## src/rtl/score_keeper.sv

```systemverilog
// rtl/score_keeper.sv - pong scoring FSM: wall-exit detection, scores, winner and serve gating
module score_keeper #(
    parameter int X_LEFT_LIMIT  = 6,
    parameter int X_RIGHT_LIMIT = 1017,
    parameter int WIN_POINTS    = 11,
    parameter int HOLD_FRAMES   = 60
) (
    input  logic        clk65MHz,
    input  logic        rst,
    input  logic        end_of_frame,
    input  logic        screen_idle,
    input  logic [10:0] x_pos_of_ball,
    output logic [3:0]  points_player_1,
    output logic [3:0]  points_player_2,
    output logic [1:0]  winner,
    output logic        game_over,
    output logic        serve_enable
);

    typedef enum logic [1:0] {
        IDLE = 2'd0,
        PLAY = 2'd1,
        HOLD = 2'd2,
        OVER = 2'd3
    } state_t;

    localparam logic [10:0] X_LEFT    = 11'(X_LEFT_LIMIT);
    localparam logic [10:0] X_RIGHT   = 11'(X_RIGHT_LIMIT);
    localparam logic [3:0]  WIN       = 4'(WIN_POINTS);
    localparam logic [7:0]  HOLD_LAST = 8'(HOLD_FRAMES - 1);

    state_t      state, state_n;
    logic [3:0]  p1_n, p2_n;
    logic [3:0]  p1_inc, p2_inc;
    logic [1:0]  winner_n;
    logic [7:0]  hold_cnt, hold_cnt_n;
    logic        game_over_n, serve_enable_n;
    logic        hit_left, hit_right, centred;

    assign hit_right = x_pos_of_ball >= X_RIGHT;
    assign hit_left  = x_pos_of_ball <= X_LEFT;
    assign centred   = (x_pos_of_ball > X_LEFT) && (x_pos_of_ball < X_RIGHT);
    assign p1_inc    = points_player_1 + 4'd1;
    assign p2_inc    = points_player_2 + 4'd1;

    always_comb begin
        state_n    = state;
        p1_n       = points_player_1;
        p2_n       = points_player_2;
        winner_n   = winner;
        hold_cnt_n = hold_cnt;

        if (screen_idle) begin
            // Menu screen overrides everything, including a point scored this cycle.
            state_n    = IDLE;
            p1_n       = 4'd0;
            p2_n       = 4'd0;
            winner_n   = 2'd0;
            hold_cnt_n = 8'd0;
        end else begin
            unique case (state)
                IDLE: begin
                    state_n = PLAY;
                end
                PLAY: begin
                    // Right wall is checked first so it wins if both ever hold.
                    if (end_of_frame && hit_right) begin
                        p2_n = p2_inc;
                        if (p2_inc == WIN) begin
                            state_n  = OVER;
                            winner_n = 2'd2;
                        end else begin
                            state_n    = HOLD;
                            hold_cnt_n = 8'd0;
                        end
                    end else if (end_of_frame && hit_left) begin
                        p1_n = p1_inc;
                        if (p1_inc == WIN) begin
                            state_n  = OVER;
                            winner_n = 2'd1;
                        end else begin
                            state_n    = HOLD;
                            hold_cnt_n = 8'd0;
                        end
                    end
                end
                HOLD: begin
                    if (end_of_frame) begin
                        if (hold_cnt >= HOLD_LAST && centred) begin
                            state_n = PLAY;
                        end else if (hold_cnt < HOLD_LAST) begin
                            hold_cnt_n = hold_cnt + 8'd1;
                        end
                    end
                end
                OVER: begin
                    state_n = OVER;
                end
                default: begin
                    state_n = IDLE;
                end
            endcase
        end

        game_over_n    = (state_n == OVER);
        serve_enable_n = (state_n == PLAY);
    end

    always_ff @(posedge clk65MHz) begin
        if (rst) begin
            state           <= IDLE;
            points_player_1 <= 4'd0;
            points_player_2 <= 4'd0;
            winner          <= 2'd0;
            hold_cnt        <= 8'd0;
            game_over       <= 1'b0;
            serve_enable    <= 1'b0;
        end else begin
            state           <= state_n;
            points_player_1 <= p1_n;
            points_player_2 <= p2_n;
            winner          <= winner_n;
            hold_cnt        <= hold_cnt_n;
            game_over       <= game_over_n;
            serve_enable    <= serve_enable_n;
        end
    end

endmodule

```

## config.mk

```make
export PLATFORM = sky130hd
export DESIGN_NAME = score_keeper
export DESIGN_NICKNAME = d
export VERILOG_FILES = /design/src/rtl/score_keeper.sv
export SDC_FILE = /design/constraint.sdc
export NUM_CORES = 1
export LEC_CHECK = 0
export CAP_MARGIN = 15
export CORE_MARGIN = 3
export CORE_UTILIZATION = 46
export DETAILED_ROUTE_END_ITERATION = 8
export DONT_BUFFER_PORTS = 1
export GPL_TIMING_DRIVEN = 1
export PLACE_DENSITY = 0.73
export SLEW_MARGIN = 5
export SYNTH_ARGS = -nofsm -noshare
export SYNTH_HDL_FRONTEND = slang
export SYNTH_SLANG_ARGS = --single-unit
export TNS_END_PERCENT = 20
```

## constraint.sdc

```tcl
create_clock -name clk65MHz -period 1.5 [get_ports clk65MHz]
set_input_delay 0.075 -clock clk65MHz [delete_from_list [all_inputs] [get_ports clk65MHz]]
set_output_delay 0.075 -clock clk65MHz [all_outputs]
set_load 0.02 [all_outputs]
```

==> summary.md, run 1 <==
| Metric | Value |
|---|---|
| CTS Buffer Depth | 2 |
| Die Ht | 59.0 um |
| Gr ovfl total | 0 |
| Detailed Route Iter0 Violations | 60 |
| Worst rel slew slack | 64.0% |
| Total wire length | 3290 um |
| Num CTS Buffers | 3 |
| CP top delay family | compound AO/OA/AOI/OAI gates |
| Met1 usage | 24.4% |
| Clock transition at the registers of the reported paths | 0.13 ns |
| EDFF count, synth | 0 |
| H-tree levels | 1 |
| Initial antenna violation count | 0 |
| Finished Layout Cells | 211 |
| Worst endpoint required time | 1.73 ns |
| Via count | 1,256 |
| CP max stage cell | a221o_2 |
| Seq/Total Area, Yosys | 34.0% |
| Clk_lat worst skew | 0.32 ns |
| DRC | 0 |
| # rows | 18 |
| Fin crit period | 1.66 ns |
| GR peak layer | met2 |
| Setup ws final | -0.160 ns |
| IO Pins | 27 |
| Post-synth ARST share | 0% |
| Ratio of total power to cell area | 644 mW/mm^2 |
| NetSw | 229 uW |
| Critical path class | flip-flop to flip-flop |
| Final Setup Violations | 14 |
| Critical path cell sequence | ha_4, a21boi_2, a21oi_2, a2bb2oi_2, a221o_2, a211oi_2 |
| Max IR drop VDD | 699 uV |
| Net Sw Frac | 20.6% |
| Synth warn | 0 |
| Reg power frac | 52.8% |
| Root buf cell | clkbuf_4 |
| Post-synth top area share | 34.0% |
| Die W | 59.0 um |
| Hold Violations, Final | 0 |
| Area contributors post-synth | dfxtp_1 (34%), ha_1 (4.8%), nor2_1 (4.4%) |
| WP data arrival | 1.89 ns |
| Max Cap Violations | 0 |
| Internal power | 886 uW |
| Pin count of the biggest net entering global routing | 16 |
| Gate power share | 6.7% |
| Met3 usage | 4.36% |
| # diodes | 0 |
| Crit end category | flip-flop |
| Layout cells sized above 1 | 44.2% |
| Worst Path Buf+Inv | 0 |
| Core area | 0.00257 mm^2 |
| Worst-path fanout max | 6 |
| Layout area overhead | 33.8% |
| RSZ-0062 raised after global routing | true |
| Clk sinks | 22 |
| Avg Inst Size Synth | 8.98 um^2 |
| Most used DFF post-synth | dfxtp_1 |
| Pre-CTS WS | -0.159 ns |
| Final weighted congestion in routability-driven placement | 0.840 |
| Clk pwr share | 40.4% |
| Status | finished with violations |
| Failing checks | negative setup slack |
| Slew Viols, Final | 0 |
| Area of the die | 0.00348 mm^2 |
| Post-Syn Area | 0.00129 mm^2 |
| GR Util All Layers | 20.6% |
| Syn Nets | 164 |
| Worst Skew | 0.0120 ns |
| Max Freq | 602 MHz |
| Via density | 5.95 |
| Met2 track demand over resource | 35.5% |
| Synth cell types | 51 |
| CTS tree | built |
| # port buffers | 0 |
| Mapped Cells | 144 |
| Dpl cells | 202 |
| Layout Nets | 202 |
| Setup crit start kind | flip-flop |
| Hold crit path type | primary input to flip-flop |
| Final critical-path share of the clock period | 111% |
| Leak | 0.702 nW |
| First-pass GRT wire length | 5520 um |
| Hpwl dp | 2480 um |
| TritonRoute pass-1 iters | 4 |
| Synth area leader | dfxtp_1 |
| Vias in the first global route | 1,259 |
| Routed Antenna Nets | 0 |
| Slowest stage delay, CP | 0.43 ns |
| Setup_tns | -1.23 ns |
| Register bit total from synthesis | 22 |
| Wirelength per Cell | 15.6 um |
| Slew @ Worst Pin | 0.538 ns |
| Starting Density | 50.4% |
[metrics by stage]
stage	utilization, %	area, um^2	total power [mW]	hold WS [ns]
6_report	67.4	1730	1.12	0.0322
5_1_grt	67.4	1730	1.15	0.0334
4_1_cts	67.0	1720	1.12	0.0146
3_5_place_dp	61.7	1590	0.672	0.309
3_3_place_gp	61.7	1590	0.670	0.299
2_1_floorplan	-	1340	0.654	0.285
[path summary, 6_finish.rpt]
| kind | end | depth (start not counted) | slack [ns] | startpoint |
|---|---|---|---|---|
| worst max-delay path | hold_cnt[2] | 6 | -0.16 | points_player_1[1] |
| worst min-delay path | winner[0] | 2 | 0.03 | rst |
| worst max register to register | hold_cnt[2] | 6 | -0.16 | points_player_1[1] |
| worst min register to register | hold_cnt[6] | 1 | 0.49 | hold_cnt[6] |
[state kept, by name, indices dropped and copies added (netlist names)]
signal           count
points_player_2      4
state                2
serve_enable         1
winner               2
hold_cnt             8
game_over            1
points_player_1      4
[placed cells by master, fill, tap and decap left out, drive strengths merged, types with 4 or more instances in the layout]
cell	n
inv	4
dfxtp	22
nor2	15
ha	5
nand3	7
nand2	11
nand4	5
and2	4
xor2	4
a211oi	4
o21ai	4
and3	5
buf	37
a21oi	5
[kinds of logic (layout without fill, tap and decap cells)]
group	Yosys count	count (layout)	synth area share, %
AND/OR/NAND/NOR	67	67	29.6
AO/OA/AOI/OAI	35	35	23.1
flip-flops	22	22	34.0
buffers and inverters	9	46	4.35
XOR/XNOR	6	6	4.06
adder cells (fa/ha/maj)	5	5	4.84
[power by group through the flow]
stage / clock [mW] / combinational [mW] / sequential, mW
finish: 0.451 / 0.0750 / 0.589
global placement: 0 / 0.0682 / 0.602
global route: 0.481 / 0.0815 / 0.590
detailed placement: 0 / 0.0700 / 0.602
floorplan: 0 / 0.0528 / 0.602
CTS: 0.459 / 0.0736 / 0.589
[final cells by class]
cell class              count  area (um^2)
clock inverters             1         30.0
repair buffers             38          292
flip-flops and latches     22          460
clock buffers               3         22.5
multi-input cells         113          875
fillers                   212          836
inverters                   4         15.0
well taps                  30         37.5
[timing repair]
action	4_1_cts	5_1_grt
setup endpoints to repair	15	18
hold endpoints to repair	2	0
gates cloned	0	0
resized for setup	9	6
pin swaps	5	4
setup buffers	4	0
hold buffers	1	0
[synth_stat cells (all sizes together) (3+ instances only)]
cell / instances
dfxtp: 22
nor2: 15
nand2: 11
nand3: 7
a21oi: 5
and3: 5
ha: 5
nand4: 5
a211oi: 4
and2: 4
inv: 4
o21ai: 4
xor2: 4
a21boi: 3
a21o: 3
a31oi: 3
buf: 3
nor3: 3
nor4: 3
o22ai: 3
[metal layers]
metal / vias to the layer above / wire (um) / part of all wire (%)
met2: 40 / 1640 / 50
met1: 593 / 1390 / 42
met5: - / 0 / 0
met3: 6 / 204 / 6.2
met4: 0 / 55 / 1.7
li1: 617 / - / -
(Power assumes the default switching activity.)
==> run 2: changes to the inputs <==
Settings changed: CORE_UTILIZATION 46 to 50, PLACE_DENSITY 0.73 to 0.78, TNS_END_PERCENT 20 to 30.
==> summary.md, run 2 (synthesized netlist as in run 1, its figures left out) <==
| Metric | Value |
|---|---|
| Final Setup Violations | 14 (unchanged) |
| FF-to-FF Start | points_player_2[1] (was points_player_1[1]) |
| Initial antenna violation count | 0 (unchanged) |
| Crit end category | flip-flop (unchanged) |
| DRC | 0 (unchanged) |
| Hold Violations, Final | 0 (unchanged) |
| DRT met1 WL | 1340 um (was 1390 um) |
| # port buffers | 0 (unchanged) |
| Source of the worst hold timing path | rst (unchanged) |
| Met2 WL | 1930 um (was 1640 um) |
| Leak | 0.690 nW (was 0.702 nW) |
| # diodes | 0 (unchanged) |
| Failing checks | negative setup slack (unchanged) |
| Design Area, Final | 0.00175 mm^2 (was 0.00173 mm^2) |
| RSZ-0062 raised after global routing | true (unchanged) |
| Core area | 0.00234 mm^2 (was 0.00257 mm^2) |
| Via density | 6.20 (was 5.95) |
| Hold path cells | 3 (was 2) |
| TritonRoute pass-1 iters | 4 (unchanged) |
| Die W | 56.9 um (was 59.0 um) |
| Max IR drop VDD | 1000 uV (was 699 uV) |
| CTS tree | built (unchanged) |
| Pin count of the biggest net entering global routing | 16 (unchanged) |
| GR Util All Layers | 23.8% (was 20.6%) |
| Vias in the first global route | 1,360 (was 1,259) |
| CP max stage cell | a221o_2 (unchanged) |
| Final critical-path share of the clock period | 113% (was 111%) |
| Highest Signal Layer | met4 (unchanged) |
| Pre-CTS WS | -0.215 ns (was -0.159 ns) |
| Crit path launch | points_player_2[1] (was points_player_1[1]) |
| Layout cells sized above 1 | 42.5% (was 44.2%) |
| Post-DP Area | 0.00158 mm^2 (was 0.00159 mm^2) |
| Die Ht | 56.9 um (was 59.0 um) |
| Detailed Route Iter0 Violations | 94 (was 60) |
| Commonest non-fill, non-tap cells in the layout | buf_4 (36), nor2_1 (15), dfxtp_1 (15) (was buf_4 (36), nor2_1 (15), dfxtp_1 (14)) |
| CP top delay family | compound AO/OA/AOI/OAI gates (unchanged) |
| Ratio of total power to cell area | 643 mW/mm^2 (was 644 mW/mm^2) |
| Root buf cell | clkbuf_4 (unchanged) |
| Worst rel slew slack | 63.9% (was 64.0%) |
| Reg with most FFs | hold_cnt (unchanged) |
| Worst Skew | 0.0125 ns (was 0.0120 ns) |
| R2r setup slk | -0.19 ns (was -0.16 ns) |
| Layout area overhead | 34.9% (was 33.8%) |
| First-pass GRT wire length | 6040 um (was 5520 um) |
| Crit path depth | 6 (unchanged) |
| Fin crit period | 1.69 ns (was 1.66 ns) |
| Clock transition at the registers of the reported paths | 0.13 ns (about the same) |
| Gr ovfl total | 0 (unchanged) |
| Layout Nets | 202 (unchanged) |
| H-tree levels | 1 (unchanged) |
| CTS Buffer Depth | 2 (unchanged) |
| # rows | 17 (was 18) |
| Clk sinks | 22 (unchanged) |
| Max Freq | 592 MHz (was 602 MHz) |
| Max reg flops | 8 (unchanged) |
| Met3 wire length | 305 um (was 204 um) |
| Worst endpoint required time | 1.74 ns (was 1.73 ns) |
| IO Pins | 27 (unchanged) |
| Area of the die | 0.00323 mm^2 (was 0.00348 mm^2) |
| Commonest non-fill, non-tap cell in the layout | buf_4 (unchanged) |
| Setup crit start kind | flip-flop (unchanged) |
| Worst-path fanout max | 6 (unchanged) |
| Final weighted congestion in routability-driven placement | 0.838 (was 0.840) |
| Slew Viols, Final | 0 (unchanged) |
| Starting Density | 55.3% (was 50.4%) |
| Hpwl dp | 2670 um (was 2480 um) |
| Slew @ Worst Pin | 0.539 ns (was 0.538 ns) |
| Slowest stage delay, CP | 0.45 ns (was 0.43 ns) |
| Max Cap Violations | 0 (unchanged) |
| Final total power | 1.12 mW (about the same) |
| Num CTS Buffers | 3 (unchanged) |
| WP data arrival | 1.93 ns (was 1.89 ns) |
| Critical path cell sequence | ha_4, a21boi_2, a21o_1, a31oi_2, a221o_2, a211oi_2 (was ha_4, a21boi_2, a21oi_2, a2bb2oi_2, a221o_2, a211oi_2) |
| Worst Path Buf+Inv | 0 (unchanged) |
| Hold crit path type | primary input to flip-flop (unchanged) |
| Total wire length | 3660 um (was 3290 um) |
| Routed Antenna Nets | 0 (unchanged) |
| Critical path class | flip-flop to flip-flop (unchanged) |
| Setup ws final | -0.190 ns (was -0.160 ns) |
| Status | finished with violations (unchanged) |
| Clk_lat worst skew | 0.31 ns (was 0.32 ns) |
| Wirelength per Cell | 17.5 um (was 15.6 um) |
| R2R cell count | 6 (unchanged) |
| Biggest registers after layout | hold_cnt: 8 flops, points_player_1: 4 flops, points_player_2: 4 flops (unchanged) |
| Via count | 1,296 (was 1,256) |
## run 2: cell counts in the layout (fill, tap and decap cells not counted)
No cell type changed its count.
## run 2: layer usage
metal	track usage, %	vias to the layer above
li1	-	609
met1	26.6	599
met2	43.4	79
met3	5.52	9
met4	8.28	0
met5	0	-
## run 2: final timing paths
path / to
worst min register to register: hold_cnt[7]
worst min-delay path: hold_cnt[0]
worst max-delay path: hold_cnt[2]
worst max register to register: hold_cnt[2]
## run 2: final cells by class
| type | instances | area [um^2] |
|---|---|---|
| clock buffer | 3 | 22.5 |
| clock inverter | 1 | 30.0 |
| sequential | 22 | 459 |
| timing repair buffer | 38 | 292 |
| tap | 28 | 35.0 |
| fill | 169 | 594 |
| inverter | 4 | 15.0 |
| multi-input combinational | 113 | 892 |
## run 2: where the power goes
| part | total [mW] | internal [mW] | switching, mW |
|---|---|---|---|
| clock network | 0.451 | 0.270 | 0.181 |
| logic | 0.0820 | 0.0363 | 0.0457 |
| registers | 0.588 | 0.582 | 0.00650 |
## run 2: worst reg2reg max path, stage by stage (launching register included)
cell and delay [ns]:
dfxtp_4 0.40, ha_4 0.15, a21boi_2 0.16, a21o_1 0.15
a31oi_2 0.11, a221o_2 0.45, a211oi_2 0.21
## run 2: stage by stage
stage | hold WS [ns] | setup TNS, ns | std cells | utilization (%)
floorplan | 0.285 | -0.657 | 144 | -
global placement | 0.301 | -0.503 | 199 | 67.3
detailed placement | 0.304 | -1.65 | 199 | 67.3
CTS | 0.0129 | -1.38 | 209 | 73.4
global route | 0.00820 | -2.41 | 209 | 74.6
finish | 0.0403 | -1.48 | 209 | 74.6
## run 2: timing repair
item | 4_1_cts | 5_1_grt
pin swaps | 9 | 9
hold buffers | 1 | 0
endpoints found under the setup margin | 14 | 15
gates resized for setup | 9 | 5
buffers inserted | 5 | 0
hold endpoints to repair | 2 | 0
cloned | 0 | 0
==> run 3: changes to the inputs <==
Settings changed: CORE_UTILIZATION 50 to 40, PLACE_DENSITY 0.78 to 0.66, RECOVER_POWER set to 25.
==> summary.md, run 3 (synthesized netlist as in run 1, its figures left out) <==
| Metric | Value |
|---|---|
| Slew @ Worst Pin | 0.471 ns (was 0.539 ns) |
| Initial antenna violation count | 0 (unchanged) |
| Max reg flops | 8 (unchanged) |
| TritonRoute pass-1 iters | 4 (unchanged) |
| Gr ovfl total | 0 (unchanged) |
| Final critical-path share of the clock period | 109% (was 113%) |
| Pin count of the biggest net entering global routing | 16 (unchanged) |
| Setup crit start kind | flip-flop (unchanged) |
| Setup ws final | -0.129 ns (was -0.190 ns) |
| Final total power | 1.12 mW (about the same) |
| Num CTS Buffers | 3 (unchanged) |
| Biggest registers after layout | hold_cnt: 8 flops, points_player_1: 4 flops, points_player_2: 4 flops (unchanged) |
| Worst Path Buf+Inv | 0 (unchanged) |
| # diodes | 0 (unchanged) |
| CTS tree | built (unchanged) |
| Final Setup Violations | 12 (was 14) |
| H-tree levels | 1 (unchanged) |
| Via density | 5.45 (was 6.20) |
| Clk sinks | 22 (unchanged) |
| Wirelength per Cell | 14.1 um (was 17.5 um) |
| # rows | 20 (was 17) |
| Critical path class | flip-flop to flip-flop (unchanged) |
| Internal power | 885 uW (was 888 uW) |
| Detailed Route Iter0 Violations | 25 (was 94) |
| WP data arrival | 1.86 ns (was 1.93 ns) |
| Crit end category | flip-flop (unchanged) |
| FF-to-FF Start | points_player_2[1] (unchanged) |
| Critical path cell sequence | ha_4, a21boi_2, a21o_1, a31oi_2, a221o_2, a211oi_2 (unchanged) |
| Gate power share | 6.7% (was 7.3%) |
| Slowest stage delay, CP | 0.44 ns (was 0.45 ns) |
| Dpl cells | 215 (was 199) |
| Root buf cell | clkbuf_4 (unchanged) |
| Commonest non-fill, non-tap cell in the layout | buf_4 (unchanged) |
| Area of the die | 0.00395 mm^2 (was 0.00323 mm^2) |
| Commonest non-fill, non-tap cells in the layout | buf_4 (35), nor2_1 (15), dfxtp_1 (14) (was buf_4 (36), nor2_1 (15), dfxtp_1 (15)) |
| First-pass GRT wire length | 5640 um (was 6040 um) |
| Failing checks | negative setup slack (unchanged) |
| Core Util, Final | 57.2% (was 74.6%) |
| Die W | 62.9 um (was 56.9 um) |
| Via count | 1,215 (was 1,296) |
| Routed Antenna Nets | 0 (unchanged) |
| Worst-path fanout max | 6 (unchanged) |
| Leak | 0.677 nW (was 0.690 nW) |
| CP max stage cell | a221o_2 (unchanged) |
| Reg power frac | 52.8% (was 52.5%) |
| Source of the worst hold timing path | rst (unchanged) |
| Ratio of total power to cell area | 634 mW/mm^2 (was 643 mW/mm^2) |
| Slew Viols, Final | 0 (unchanged) |
| Net Sw Frac | 20.7% (was 20.8%) |
| Final weighted congestion in routability-driven placement | 0.860 (was 0.838) |
| # port buffers | 0 (unchanged) |
| Status | finished with violations (unchanged) |
| Clk pwr share | 40.5% (was 40.2%) |
| Total wire length | 3150 um (was 3660 um) |
| Hpwl dp | 2470 um (was 2670 um) |
| Reg with most FFs | hold_cnt (unchanged) |
| NetSw | 231 uW (was 233 uW) |
| Clk_lat worst skew | 0.31 ns (about the same) |
| Hold crit path type | primary input to flip-flop (unchanged) |
| CTS Buffer Depth | 2 (unchanged) |
| Layout Nets | 200 (was 202) |
| Clock transition at the registers of the reported paths | 0.13 ns (about the same) |
| Setup_tns | -0.843 ns (was -1.48 ns) |
| RSZ-0062 raised after global routing | true (unchanged) |
| Finished Layout Cells | 223 (was 209) |
| Starting Density | 42.0% (was 55.3%) |
| Worst rel slew slack | 68.5% (was 63.9%) |
| Fin crit period | 1.63 ns (was 1.69 ns) |
| Max Freq | 614 MHz (was 592 MHz) |
| CP top delay family | compound AO/OA/AOI/OAI gates (unchanged) |
| Worst Skew | 0.00669 ns (was 0.0125 ns) |
| Vias in the first global route | 1,269 (was 1,360) |
| GR Util All Layers | 17.3% (was 23.8%) |
| Layout cells sized above 1 | 43.6% (was 42.5%) |
| IO Pins | 27 (unchanged) |
| Core area | 0.00308 mm^2 (was 0.00234 mm^2) |
| Die Ht | 62.9 um (was 56.9 um) |
| Layout area overhead | 36.0% (was 34.9%) |
| Max Cap Violations | 0 (unchanged) |
| DRC | 0 (unchanged) |
| Max IR drop VDD | 369 uV (was 1000 uV) |
| Worst endpoint required time | 1.73 ns (was 1.74 ns) |
| Hold Violations, Final | 0 (unchanged) |
| Crit path launch | points_player_2[1] (unchanged) |
[run 3: cell type report]
class / instances / area [um^2]
fillers: 289 / 1320
clock inverters: 1 / 30.0
multi-input cells: 113 / 903
inverters: 4 / 15.0
clock buffers: 3 / 22.5
well taps: 44 / 55.1
repair buffers: 36 / 273
flip-flops and latches: 22 / 460
[run 3: repair_timing]
item | 4_1_cts | 5_1_grt
setup endpoints to repair | 14 | 18
hold buffers | 1 | 0
hold endpoints to repair | 2 | 0
pin swaps | 5 | 7
gates resized for setup | 11 | 6
setup buffers | 3 | 0
[run 3: power groups by stage]
stage,logic [mW],registers [mW],clock network (mW)
after floorplan,0.0528,0.602,0
after global routing,0.0802,0.591,0.478
after CTS,0.0714,0.589,0.461
final,0.0745,0.589,0.452
after global placement,0.0673,0.602,0
after detailed placement,0.0687,0.603,0
[run 3: final timing paths]
path                                    end  slack (ns)  depth (start not counted)
worst max-delay path            hold_cnt[2]       -0.13                          6
worst min-delay path              winner[0]        0.03                          2
worst max register to register  hold_cnt[2]       -0.13                          6
worst min register to register  hold_cnt[6]        0.48                          1
[run 3: through the flow]
step	cell area (um^2)	hold slack [ns]	worst slack, ns
global route	1760	0.0408	-0.219
detailed placement	1600	0.304	-0.185
global placement	1600	0.303	-0.125
CTS	1730	0.0224	-0.156
floorplan	1340	0.285	-0.122
finish	1760	0.0257	-0.129
[run 3: routing by layer]
layer / wire, um / track usage (%) / part of all wire [%]
met5: 0 / 0 / 0
met4: 35 / 5.79 / 1.1
met3: 184 / 4.14 / 5.8
met2: 1550 / 30.0 / 49
met1: 1380 / 20.8 / 44
